$ cat src/rtl/rom_uart_loader.sv
// Run-time boot ROM loader: parses a framed byte stream (A5, N, 4*N data, checksum)
// and writes the packed 32-bit words into the ROM over a single-beat Wishbone-style port.
module rom_uart_loader #(
    parameter int unsigned ADDR_WIDTH  = 7,
    parameter int unsigned MAX_WORDS   = 65,
    parameter int unsigned ACK_TIMEOUT = 16
) (
    input  logic                  clk,
    input  logic                  i_rst_n,
    input  logic [7:0]            i_byte,
    input  logic                  i_byte_valid,
    output logic                  o_byte_ready,
    output logic                  o_wb_stb,
    input  logic                  i_wb_stall,
    input  logic                  i_wb_ack,
    output logic                  o_wb_we,
    output logic [ADDR_WIDTH-1:0] o_wb_addr,
    output logic [31:0]           o_wb_data,
    output logic                  o_busy,
    output logic                  o_done,
    output logic                  o_error
);
    localparam int unsigned TmoW = $clog2(ACK_TIMEOUT + 1);

    typedef enum logic [2:0] {
        StIdle, StCount, StData, StWrite, StWaitAck, StCheck, StDone, StError
    } state_e;

    state_e                state_q, state_d;
    logic [1:0]            byte_cnt_q, byte_cnt_d;
    logic [7:0]            remaining_q, remaining_d;
    logic [7:0]            csum_q, csum_d;
    logic [TmoW-1:0]       tmo_q, tmo_d;
    logic [ADDR_WIDTH-1:0] addr_q, addr_d;
    logic [31:0]           data_q, data_d;
    logic                  busy_q, busy_d;
    logic                  done_q, done_d;
    logic                  error_q, error_d;

    logic                  accept;
    logic [7:0]            csum_sum;

    assign o_byte_ready = (state_q == StIdle) || (state_q == StCount) ||
                          (state_q == StData) || (state_q == StCheck);
    assign accept       = i_byte_valid && o_byte_ready;
    assign csum_sum     = csum_q + i_byte;

    assign o_wb_stb  = (state_q == StWrite);
    assign o_wb_we   = (state_q == StWrite);
    assign o_wb_addr = addr_q;
    assign o_wb_data = data_q;
    assign o_busy    = busy_q;
    assign o_done    = done_q;
    assign o_error   = error_q;

    always_ff @(posedge clk) begin
        if (!i_rst_n) begin
            state_q     <= StIdle;
            byte_cnt_q  <= '0;
            remaining_q <= '0;
            csum_q      <= '0;
            tmo_q       <= '0;
            addr_q      <= '0;
            data_q      <= '0;
            busy_q      <= 1'b0;
            done_q      <= 1'b0;
            error_q     <= 1'b0;
        end else begin
            state_q     <= state_d;
            byte_cnt_q  <= byte_cnt_d;
            remaining_q <= remaining_d;
            csum_q      <= csum_d;
            tmo_q       <= tmo_d;
            addr_q      <= addr_d;
            data_q      <= data_d;
            busy_q      <= busy_d;
            done_q      <= done_d;
            error_q     <= error_d;
        end
    end

    always_comb begin
        state_d     = state_q;
        byte_cnt_d  = byte_cnt_q;
        remaining_d = remaining_q;
        csum_d      = csum_q;
        tmo_d       = tmo_q;
        addr_d      = addr_q;
        data_d      = data_q;
        busy_d      = busy_q;
        done_d      = done_q;
        error_d     = error_q;

        unique case (state_q)
            StIdle: begin
                if (accept && i_byte == 8'hA5) begin
                    done_d  = 1'b0;
                    error_d = 1'b0;
                    csum_d  = '0;
                    addr_d  = '0;
                    busy_d  = 1'b1;
                    state_d = StCount;
                end
            end
            StCount: begin
                if (accept) begin
                    if (i_byte == 8'd0 || 32'(i_byte) > MAX_WORDS) begin
                        error_d = 1'b1;
                        busy_d  = 1'b0;
                        state_d = StError;
                    end else begin
                        remaining_d = i_byte;
                        byte_cnt_d  = '0;
                        state_d     = StData;
                    end
                end
            end
            StData: begin
                if (accept) begin
                    data_d[8*byte_cnt_q +: 8] = i_byte;
                    csum_d     = csum_sum;
                    byte_cnt_d = byte_cnt_q + 2'd1;
                    if (byte_cnt_q == 2'd3) state_d = StWrite;
                end
            end
            StWrite: begin
                if (!i_wb_stall) begin
                    tmo_d   = '0;
                    state_d = StWaitAck;
                end
            end
            StWaitAck: begin
                if (i_wb_ack) begin
                    addr_d      = addr_q + 1'b1;
                    remaining_d = remaining_q - 8'd1;
                    state_d     = (remaining_q == 8'd1) ? StCheck : StData;
                end else if (tmo_q == TmoW'(ACK_TIMEOUT - 1)) begin
                    // Flag lands exactly ACK_TIMEOUT cycles after the write was accepted.
                    error_d = 1'b1;
                    busy_d  = 1'b0;
                    state_d = StError;
                end else begin
                    tmo_d = tmo_q + 1'b1;
                end
            end
            StCheck: begin
                if (accept) begin
                    busy_d = 1'b0;
                    if (csum_sum == 8'd0) begin
                        done_d  = 1'b1;
                        state_d = StDone;
                    end else begin
                        error_d = 1'b1;
                        state_d = StError;
                    end
                end
            end
            StDone, StError: state_d = StIdle;
            default:         state_d = StIdle;
        endcase
    end
endmodule

$ cat config.mk
export PLATFORM = sky130hd
export DESIGN_NAME = rom_uart_loader
export DESIGN_NICKNAME = d
export VERILOG_FILES = /design/src/rtl/rom_uart_loader.sv
export SDC_FILE = /design/constraint.sdc
export NUM_CORES = 1
export LEC_CHECK = 0
export CAP_MARGIN = 20
export CELL_PAD_IN_SITES_DETAIL_PLACEMENT = 1
export CELL_PAD_IN_SITES_GLOBAL_PLACEMENT = 1
export CORE_ASPECT_RATIO = 0.8
export CORE_MARGIN = 5
export CORE_UTILIZATION = 25
export DETAILED_ROUTE_END_ITERATION = 16
export HOLD_SLACK_MARGIN = 0.06
export PLACE_DENSITY = 0.66
export SLEW_MARGIN = 20
export SYNTH_ARGS = -nofsm -noshare
export SYNTH_HDL_FRONTEND = slang
export SYNTH_SLANG_ARGS = --single-unit
$ cat constraint.sdc
create_clock -name clk -period 3 [get_ports clk]
set_clock_uncertainty 0.15 [all_clocks]
set_input_delay 0.45 -clock clk [delete_from_list [all_inputs] [get_ports clk]]
set_output_delay 0.45 -clock clk [all_outputs]
set_load 0.02 [all_outputs]
==> impl_metrics.py <==
metrics = {
    "yosys": {
        "synth_edf_count": 0,
        "yosys_register_bits": 68,
        "mapped_area_mm2": 0.00361,
        "post_synthesis_area_per_instance_um2": 7.87,
        "synth-warning-count": 0,
        "synth.top_cell.area_share_pct": 37.8,
        "post_synth_main_area_contributors": "dfxtp_1 38%, a21oi_1 9.4%, nand3_1 6.5%",
        "synthesis.nets": 489,
        "synth_instances": 458,
        "synth-async-reset-ratio_pct": 0,
        "yosys.area.top_type": "dfxtp_1",
        "yosysUniqueCellTypes": 58,
        "netlist_top_cells_count": "68 x a21oi_1, 68 x dfxtp_1, 62 x nand2_1",
        "synth-main-ff-cell": "dfxtp_1",
        "synth.yosys.seq_area_share_pct": 37.8,
    },
    "cells_and_area": {
        "post-route-cell-area_mm2": 0.00491,
        "areaGrowthSynthToFinish_pct": 36.2,
        "post_route_cells_drive_above_1_share_pct": 11.3,
        "register_area_mm2": 0.00136,
        "layout.core_utilization_pct": 34.6,
        "fin_cells": 724,
        "antenna_cells": 0,
        "fill_cells": 1664,
        "finalNetCount": 567,
        "multi_input_gate_area_in_the_final_layout_mm2": 0.00211,
    },
    "clocking": {
        "tritoncts_num_sinks": 68,
        "ctsHoldBuffers": 0,
        "h-tree-depth": 3,
        "tritoncts": "built",
        "cts_buffers": 9,
        "source_to_sink_clock_delay_at_the_later_pin_of_the_worst_skew_pair_ps": 340,
        "cts.reportedPaths.clkPinSlew_ps": 60,
        "ctsRootBufferMaster": "clkbuf_16",
        "cts_buffer_depth": 2,
    },
    "power_and_ir_drop": {
        "p_clk_share_pct": 50.8,
        "power_density_mw_per_mm2": 427,
        "vdd.ir_drop.worst_mv": 0.288,
        "switchingPower_uw": 501,
        "power.share.combinational_pct": 6.0,
        "power.share.sequential_pct": 43.1,
        "p_int_mw": 1.59,
        "cellLeakagePower_nw": 1.69,
        "power.share.switching_pct": 23.9,
    },
    "placement": {
        "place_inst": 709,
        "place_hpwl_um": 9250,
        "gpl.final_weighted_congestion": 0.868,
        "placement.cell_area_mm2": 0.00460,
        "placement.io_buffers": 57,
    },
    "drt": {
        "viasPerCell": 5.14,
        "wl_per_cell_um": 17.5,
        "drt_wl_total_um": 12700,
        "drcViolationCount": 0,
        "via_count": 3723,
        "drt-initial-drc-count": 244,
        "first_pass_iters": 4,
        "postRouteAntennaNets": 0,
    },
    "timing": {
        "timing.final.crit_period_ps": 2830,
        "timing.max_slew.rel_slack_pct": 61.2,
        "tightest_slew_ps": 582,
        "period_utilisation_layout_pct": 94.2,
        "timing_hold_violations_final": 0,
        "report.final.slew_viol_count": 0,
        "fin_setup_tns_ps": 0,
        "final-setup-viol-count": 0,
        "rsz0062_at_grt": "false",
        "max_clock_freq_mhz": 354,
        "holdWs_ps": 300,
    },
    "setup_path": {
        "critPathSlowestCell": "clkdlybuf4s50_1",
        "cp-end-kind": "register",
        "timing.critical_path.required_ps": 3080,
        "cp_launch_type": "input port",
        "crit_type": "input port to register",
        "path_cells": "clkdlybuf4s50_1, ha_1, fa_1, a211o_1, and3_1, o311ai_2, nor4_2, a311oi_1",
        "cp_data_arrival_time_ps": 2910,
        "critPathMaxFanout": 3,
        "biggest_cell_delay_along_the_critical_path_ps": 470,
    },
    "die": {
        "die_footprint_mm2": 0.0169,
        "placeable_area_mm2": 0.0142,
        "io-pin-count": 58,
        "rows": 39,
        "start_util_pct": 25.4,
        "die_x_um": 144,
        "die-height_um": 117,
    },
    "hold_path": {
        "worstHoldPathType": "register to register",
    },
    "flow_run": {
        "max_cap_check_violation_count": 0,
    },
    "global_routing": {
        "first_global_vias": 4029,
        "grt_antenna_before_repair": 0,
        "grt_overflow": 0,
        "grtUsageTotal_pct": 15.4,
        "grt_start_max_net_pins": 60,
        "grt_first_pass_wirelength_um": 20900,
    },
    "run_status": {
        "status": "finished, final reports clean",
    },
}
-- worst paths after layout --
| check | start | end | slack (ps) | depth (start not counted) |
|---|---|---|---|---|
| worst min register to register | o_wb_data[12] | o_wb_data[12] | 300 | 2 |
| worst min-delay path | o_wb_data[12] | o_wb_data[12] | 300 | 2 |
| worst max-delay path | i_byte[0] | o_error | 170 | 8 |
| worst max register to register | state_q[0] | o_wb_addr[3] | 490 | 5 |
-- worst max-delay path: cells and delay by family --
kind,cells,cell delay (ps)
compound gates,3,970
fa+ha+maj,2,690
buf+inv,1,470
simple gates,2,320
-- routing by layer --
layer | part of all wire [%] | routed length, µm | track usage [%]
met5 | 0 | 0 | 0
met4 | 1.5 | 188 | 4.31
met3 | 4.7 | 599 | 4.15
met2 | 48 | 6080 | 25.3
met1 | 46 | 5810 | 19.7
-- registers in the layout, summed over array words and instances, names as in the netlist --
register / flops
remaining_q: 8
csum_q: 8
o_done: 1
state_q: 3
o_busy: 1
byte_cnt_q: 2
tmo_q: 5
o_wb_data: 32
o_error: 1
o_wb_addr: 7
-- area by class of cell --
class | count | area share, %
inverters | 15 | 1.15
repair buffers | 93 | 17.6
flip-flops and latches | 68 | 27.7
well taps | 184 | 4.69
clock buffers | 9 | 4.59
clock inverters | 6 | 1.35
multi-input cells | 349 | 42.9
-- repair_timing --
| item | 4_1_cts | 5_1_grt |
|---|---|---|
| resized for setup | 2 | 2 |
| pin swaps | 0 | 0 |
| buffers inserted | 0 | 0 |
| setup endpoints to repair | 2 | 3 |
-- power by group through the flow --
stage          Clock (mW)  Combinational, mW  Sequential (mW)
2_1_floorplan           0             0.0489            0.924
3_3_place_gp            0              0.121            0.924
3_5_place_dp            0              0.124            0.924
4_1_cts              1.09              0.125            0.904
5_1_grt              1.13              0.138            0.903
6_report             1.07              0.126            0.904
-- per-stage QoR --
stage	setup slack, ps	power [mW]
after floorplan	508	0.973
after global placement	-219	1.04
after detailed placement	-356	1.05
after CTS	112	2.12
after global routing	52.2	2.17
final	174	2.10
-- kinds of logic (layout without fill, tap and decap cells) --
kind of cell / count (synthesis) / count (layout) / share of synthesized area (%)
buffers and inverters: 41 / 123 / 4.37
flip-flops: 68 / 68 / 37.8
adder cells (fa/ha/maj): 18 / 18 / 6.45
AND/OR/NAND/NOR: 202 / 202 / 28.0
AO/OA/AOI/OAI: 121 / 121 / 21.4
XOR/XNOR: 8 / 8 / 1.94
-- cell usage in the layout (no fill, tap or decap), drive strengths merged, types with 3 or more instances in the layout --
cell type | synthesis | layout
buf | 1 | 36
clkdlybuf4s50 | 0 | 57
nand2 | 62 | 62
nor4 | 5 | 5
nor3 | 10 | 10
a21oi | 68 | 68
or4 | 3 | 3
xor2 | 4 | 4
o211ai | 3 | 3
ha | 17 | 17
nor2 | 24 | 24
nand3 | 47 | 47
o21ai | 10 | 10
dfxtp | 68 | 68
or3 | 8 | 8
nor3b | 7 | 7
clkbuf | 25 | 9
inv | 14 | 14
and2 | 7 | 7
nand2b | 4 | 4
xnor2 | 4 | 4
a211oi | 5 | 5
clkinvlp | 0 | 3
nor2b | 5 | 5
o32ai | 3 | 3
a2111oi | 3 | 3
and3 | 9 | 9
clkinv | 1 | 3
Note: power is estimated with default switching activity, not from simulation.
